File: src/rtl/lsu.sv
// Load/store stage: aligns and issues one memory request per load/store,
// extends load data, and forwards non-memory results to writeback.
module lsu #(
  parameter int XLEN   = 64,
  parameter int ADDR_W = 32
) (
  input  logic              clk,
  input  logic              rst,
  input  logic              in_valid,
  output logic              in_ready,
  input  logic              in_load,
  input  logic              in_store,
  input  logic [2:0]        in_funct3,
  input  logic [XLEN-1:0]   in_res,
  input  logic [XLEN-1:0]   in_sdata,
  input  logic [4:0]        in_rd,
  input  logic              in_wen,
  output logic              mem_req_valid,
  input  logic              mem_req_ready,
  output logic [ADDR_W-1:0] mem_addr,
  output logic              mem_wen,
  output logic [XLEN-1:0]   mem_wdata,
  output logic [XLEN/8-1:0] mem_wmask,
  input  logic              mem_rvalid,
  input  logic [XLEN-1:0]   mem_rdata,
  output logic              out_valid,
  input  logic              out_ready,
  output logic [XLEN-1:0]   out_data,
  output logic [4:0]        out_rd,
  output logic              out_wen,
  output logic              out_fault
);

  localparam int NB = XLEN / 8;

  localparam logic [1:0] S_IDLE = 2'd0;
  localparam logic [1:0] S_REQ  = 2'd1;
  localparam logic [1:0] S_WAIT = 2'd2;
  localparam logic [1:0] S_DONE = 2'd3;

  logic [1:0]        r_state;
  logic              r_is_load;
  logic              r_is_store;
  logic [2:0]        r_funct3;
  logic [2:0]        r_off;
  logic [ADDR_W-1:0] r_addr;
  logic [XLEN-1:0]   r_wdata;
  logic [NB-1:0]     r_wmask;
  logic [XLEN-1:0]   r_data;
  logic [4:0]        r_rd;
  logic              r_wen;
  logic              r_fault;

  logic              w_accept;
  logic              w_load;
  logic              w_store;
  logic [2:0]        w_off;
  logic              w_misalign;
  logic              w_illegal;
  logic              w_fault;
  logic              w_mem;
  logic [NB-1:0]     w_size_mask;
  logic [NB-1:0]     w_wmask;
  logic [XLEN-1:0]   w_wdata;
  logic [XLEN-1:0]   w_rshift;
  logic [XLEN-1:0]   w_ext;
  logic              w_unused_hi;

  assign w_unused_hi = &{1'b0, in_res[XLEN-1:ADDR_W]};

  assign w_accept = in_valid & (r_state == S_IDLE);
  // A record flagged as both load and store is treated as a load.
  assign w_load   = in_load;
  assign w_store  = in_store & ~in_load;
  assign w_off    = in_res[2:0];

  always_comb begin
    w_misalign = 1'b0;
    case (in_funct3[1:0])
      2'b01:   w_misalign = w_off[0];
      2'b10:   w_misalign = (w_off[1:0] != 2'b00);
      2'b11:   w_misalign = (w_off != 3'b000);
      default: w_misalign = 1'b0;
    endcase
  end

  assign w_illegal = (w_load & (in_funct3 == 3'b111)) | (w_store & in_funct3[2]);
  assign w_fault   = (w_load | w_store) & (w_misalign | w_illegal);
  assign w_mem     = (w_load | w_store) & ~w_fault;

  always_comb begin
    w_size_mask = '0;
    case (in_funct3[1:0])
      2'b00:   w_size_mask = NB'(8'h01);
      2'b01:   w_size_mask = NB'(8'h03);
      2'b10:   w_size_mask = NB'(8'h0F);
      default: w_size_mask = NB'(8'hFF);
    endcase
  end

  assign w_wmask = w_size_mask << w_off;
  assign w_wdata = in_sdata << {w_off, 3'b000};

  assign w_rshift = mem_rdata >> {r_off, 3'b000};

  always_comb begin
    w_ext = w_rshift;
    case (r_funct3)
      3'b000:  w_ext = {{(XLEN-8){w_rshift[7]}},   w_rshift[7:0]};
      3'b001:  w_ext = {{(XLEN-16){w_rshift[15]}}, w_rshift[15:0]};
      3'b010:  w_ext = {{(XLEN-32){w_rshift[31]}}, w_rshift[31:0]};
      3'b100:  w_ext = {{(XLEN-8){1'b0}},  w_rshift[7:0]};
      3'b101:  w_ext = {{(XLEN-16){1'b0}}, w_rshift[15:0]};
      3'b110:  w_ext = {{(XLEN-32){1'b0}}, w_rshift[31:0]};
      default: w_ext = w_rshift;
    endcase
  end

  always_ff @(posedge clk) begin
    if (rst) begin
      r_state    <= S_IDLE;
      r_is_load  <= 1'b0;
      r_is_store <= 1'b0;
      r_funct3   <= '0;
      r_off      <= '0;
      r_addr     <= '0;
      r_wdata    <= '0;
      r_wmask    <= '0;
      r_data     <= '0;
      r_rd       <= '0;
      r_wen      <= 1'b0;
      r_fault    <= 1'b0;
    end else begin
      case (r_state)
        S_IDLE: begin
          if (w_accept) begin
            r_is_load  <= w_load;
            r_is_store <= w_store;
            r_funct3   <= in_funct3;
            r_off      <= w_off;
            r_addr     <= {in_res[ADDR_W-1:3], 3'b000};
            r_wdata    <= w_store ? w_wdata : '0;
            r_wmask    <= (w_store & ~w_fault) ? w_wmask : '0;
            r_data     <= w_fault ? '0 : in_res;
            r_rd       <= in_rd;
            r_wen      <= in_wen & ~w_store & ~w_fault;
            r_fault    <= w_fault;
            r_state    <= w_mem ? S_REQ : S_DONE;
          end
        end
        S_REQ: begin
          if (mem_req_ready) r_state <= r_is_load ? S_WAIT : S_DONE;
        end
        S_WAIT: begin
          if (mem_rvalid) begin
            r_data  <= w_ext;
            r_state <= S_DONE;
          end
        end
        default: begin
          if (out_ready) r_state <= S_IDLE;
        end
      endcase
    end
  end

  assign in_ready      = (r_state == S_IDLE);
  assign mem_req_valid = (r_state == S_REQ);
  assign mem_addr      = r_addr;
  assign mem_wen       = r_is_store;
  assign mem_wdata     = r_wdata;
  assign mem_wmask     = r_wmask;
  assign out_valid     = (r_state == S_DONE);
  assign out_data      = r_data;
  assign out_rd        = r_rd;
  assign out_wen       = r_wen;
  assign out_fault     = r_fault;

endmodule

File: config.mk
export PLATFORM = sky130hd
export DESIGN_NAME = lsu
export DESIGN_NICKNAME = d
export VERILOG_FILES = /design/src/rtl/lsu.sv
export SDC_FILE = /design/constraint.sdc
export NUM_CORES = 1
export LEC_CHECK = 0
export ABC_AREA = 1
export BUFFER_PORTS_ARGS = -buffer_cell sky130_fd_sc_hd__buf_4
export CORE_MARGIN = 2
export CORE_UTILIZATION = 35
export DETAILED_ROUTE_END_ITERATION = 8
export HOLD_SLACK_MARGIN = 0.12
export PLACE_DENSITY = 0.61
export SYNTH_ARGS = -nofsm -noshare
export SYNTH_HDL_FRONTEND = slang
export SYNTH_SLANG_ARGS = --single-unit
File: constraint.sdc
create_clock -name clk -period 3.3 [get_ports clk]
set_input_delay 0.165 -clock clk [delete_from_list [all_inputs] [get_ports clk]]
set_output_delay 0.165 -clock clk [all_outputs]
set_load 0.05 [all_outputs]
==> results.sh <==
export IMPL_final_cells=2618
export IMPL_skew_ps=13.5
export IMPL_cp_slowest_stage_delay_ps=580
export IMPL_finalSetupViolCount=0
export IMPL_critical_path_class="register to register"
export IMPL_ys_seq_elements=182
export IMPL_row_count=65
export IMPL_cts_inserted_buffers=17
export IMPL_cts_sinks=182
export IMPL_place_ws_ps=893
export IMPL_syn_avg_cell_area_um2=6.11
export IMPL_cts_root_buf="clkbuf_16"
export IMPL_critPathArrivalTime_ps=2820
export IMPL_dieWidth_um=183
export IMPL_fin_ws_ps=814
export IMPL_vias_per_cell=5.23
export IMPL_gp_congestion=0.928
export IMPL_nets=2416
export IMPL_grt_pass1_wl_mm=75.9
export IMPL_firstDrtPassIters=8
export IMPL_max_slew_margin_pct=26.9
export IMPL_antenna_found_initial=0
export IMPL_status="finished, final reports clean"
export IMPL_antenna_cells=0
export IMPL_finalWirelength_mm=50.8
export IMPL_end_kind="register"
export IMPL_routedWlPerCell_um=19.4
export IMPL_start_util_pct=35.6
export IMPL_synth_distinct_cells=38
export IMPL_cts_tree="built"
export IMPL_powerDensity_nw_per_um2=730
export IMPL_required_ps=3640
export IMPL_yosysSeqAreaShare_pct=32.3
export IMPL_power_leakage_nw=7.27
export IMPL_hold_viol=0
export IMPL_cts_buffer_depth=2
export IMPL_hp_class="input port to register"
export IMPL_ant_nets=0
export IMPL_cp_max_fo=19
export IMPL_max_freq_mhz=402
export IMPL_ir_drop_uv=421
export IMPL_cpMostUsedCell="inv_1"
export IMPL_startpoint_type="register"
export IMPL_grt_pass1_vias=13000
export IMPL_netlist_area_um2=11300
export IMPL_final_area_um2=15500
export IMPL_slowest_stage="clkinv_1"
export IMPL_htree_levels=4
export IMPL_drc=0
export IMPL_core_area_um2=31600
export IMPL_synthCells=1845
export IMPL_drive_gt1_share_pct=21.9
export IMPL_worstPathCellList="inv_1 > ha_1 > nand2_4 > nor2_1 > nand2_2 > clkinv_1 > nand3_1 > nand2_1 > o21ai_0 > inv_1"
export IMPL_nFillCells=3326
export IMPL_path_delay_family="simple AND/OR/NAND/NOR gates"
export IMPL_io_buffers=384
export IMPL_slew_violations=0
export IMPL_rsz0062_at_grt="no"
export IMPL_fin_crit_ps=2490
export IMPL_area_growth_pct=37.3
export IMPL_dpl_cell_area_um2=14200
export IMPL_finalCritPeriodShare_pct=75.3
export IMPL_grt_start_max_net_pins=96
export IMPL_worst_pin_slew_ps=1100
export IMPL_io_pins=388
export IMPL_dp_cells=2513
export IMPL_drt_initial_drc_count=1104
export IMPL_hpwl_mm=37.9
export IMPL_num_vias=13700
export IMPL_yosys_warnings=0
export IMPL_cap_violations=0
export IMPL_clkSlewWorstSetupHoldPaths_ps=80
export IMPL_grt_use_total_pct=29.3
export IMPL_die_h_um=183
export IMPL_dieArea_um2=33700
export IMPL_worst_path_buf_inv=3
export IMPL_tns_ps=0
export IMPL_gr_total_overflow=0
export IMPL_insertion_delay_ps=450
## state kept, by name (all words and copies together) (netlist names)
| signal | count |
|---|---|
| r_off | 3 |
| mem_wmask | 8 |
| mem_addr | 29 |
| out_rd | 5 |
| r_state | 2 |
| out_wen | 1 |
| mem_wdata | 64 |
| out_fault | 1 |
| r_funct3 | 3 |
| r_is_load | 1 |
| out_data | 64 |
| mem_wen | 1 |
## worst register-to-register path, cell delays in order, from the launching register on
cell      delay (ps)
dfxtp_1          390
inv_1             90
ha_1             270
nand2_4          210
nor2_1           110
nand2_2          210
clkinv_1         580
nand3_1          230
nand2_1           60
o21ai_0          180
inv_1             50
## routing by layer
layer / vias up / share of wire [%] / GRT usage, %
li1: 6765 / - / -
met1: 6260 / 40 / 34.3
met2: 546 / 48 / 50.8
met3: 113 / 7.1 / 6.04
met4: 0 / 4.8 / 14.3
met5: - / 0 / 0
## path summary, 6_finish.rpt
check,startpoint,to,slack [ps],cells past startpoint
max reg2reg,r_state[0],mem_wdata[40],810,10
min reg2reg,out_data[38],out_data[38],470,2
max,r_state[0],mem_wdata[40],810,10
min,in_res[59],out_data[59],130,5
## where the power goes
group / switching, mW / internal [mW]
clock: 1.08 / 1.03
combinational: 4.46 / 1.79
sequential: 0.288 / 2.66
## cell families (layout without fill, tap and decap cells)
kind of cell / Yosys count / after routing / share of synthesized area, %
adders and majority gates: 4 / 4 / 0.444
other: 1 / 3 / 0.0333
muxes: 15 / 15 / 1.33
buffers and inverters: 252 / 621 / 10.1
DFF: 182 / 182 / 32.3
AOI/OAI and AO/OA: 405 / 405 / 20.0
and+or+nand+nor: 986 / 986 / 35.8
## per-stage QoR
step                power [mW]  hold slack (ps)  utilization [%]
CTS                       11.3              122             48.9
detailed placement        9.14              426             44.8
finish                    11.3              133             48.9
global placement          9.11              417             44.8
floorplan                 7.29              314                -
global route              12.0              152             48.9
## cell usage in the layout (no fill, tap or decap), types with 3 or more instances in the layout
cell type	n
buf_4	412
a21oi_2	16
inv_8	4
dfxtp_1	181
clkinv_8	3
nor2_1	141
inv_1	93
conb_1	3
clkbuf_16	17
o211ai_1	26
o21ai_0	121
dlygate4sd3_1	73
nand3_1	134
a32oi_1	5
nand2_1	657
a22oi_1	9
nor3_1	4
nand2_2	4
inv_6	5
o22ai_1	14
nand4_1	32
ha_1	4
inv_2	8
a31oi_1	17
a21oi_1	191
mux2i_1	15
nand3_2	5
## what timing repair did
action	CTS	global route
endpoints found under the hold margin	98	0
hold buffers	73	0
resized for setup	0	0
buffers inserted	0	0
## cell usage after synthesis
cell / n / area, µm²
nand2_1: 658 / 2470
a21oi_1: 191 / 956
dfxtp_1: 182 / 3640
nor2_1: 141 / 529
nand3_1: 134 / 671
o21ai_0: 121 / 606
inv_1: 94 / 353
clkbuf_1: 68 / 255
buf_2: 48 / 240
nand4_1: 32 / 200
o211ai_1: 26 / 195
a31oi_1: 17 / 106
a21oi_2: 16 / 140
buf_6: 15 / 169
mux2i_1: 15 / 150
o22ai_1: 14 / 87.6
buf_1: 12 / 45.0
a22oi_1: 9 / 67.6
inv_2: 7 / 26.3
buf_4: 6 / 45.0
a32oi_1: 5 / 43.8
nand3_2: 5 / 50.1
ha_1: 4 / 50.1
nand2_2: 4 / 25.0
nor3_1: 4 / 20.0
clkinv_1: 2 / 7.51
nor2_2: 2 / 12.5
nor3b_1: 2 / 15.0
o2111ai_1: 2 / 17.5
a211oi_1: 1 / 7.51
and2_1: 1 / 6.26
conb_1: 1 / 3.75
nand3_4: 1 / 17.5
nor2_4: 1 / 11.3
o21ai_1: 1 / 5.00
o221ai_1: 1 / 8.76
o22ai_2: 1 / 12.5
or2_2: 1 / 6.26
## layout make-up
type | instances | area [µm²] | share of cell area [%]
timing repair buffer | 486 | 3840 | 24.8
inverter | 103 | 387 | 2.50
clock buffer | 17 | 425 | 2.75
multi-input combinational | 1413 | 6510 | 42.1
clock inverter | 15 | 168 | 1.08
tap | 402 | 503 | 3.25
sequential | 182 | 3640 | 23.5
No activity file was read; power rests on OpenSTA's default activity.
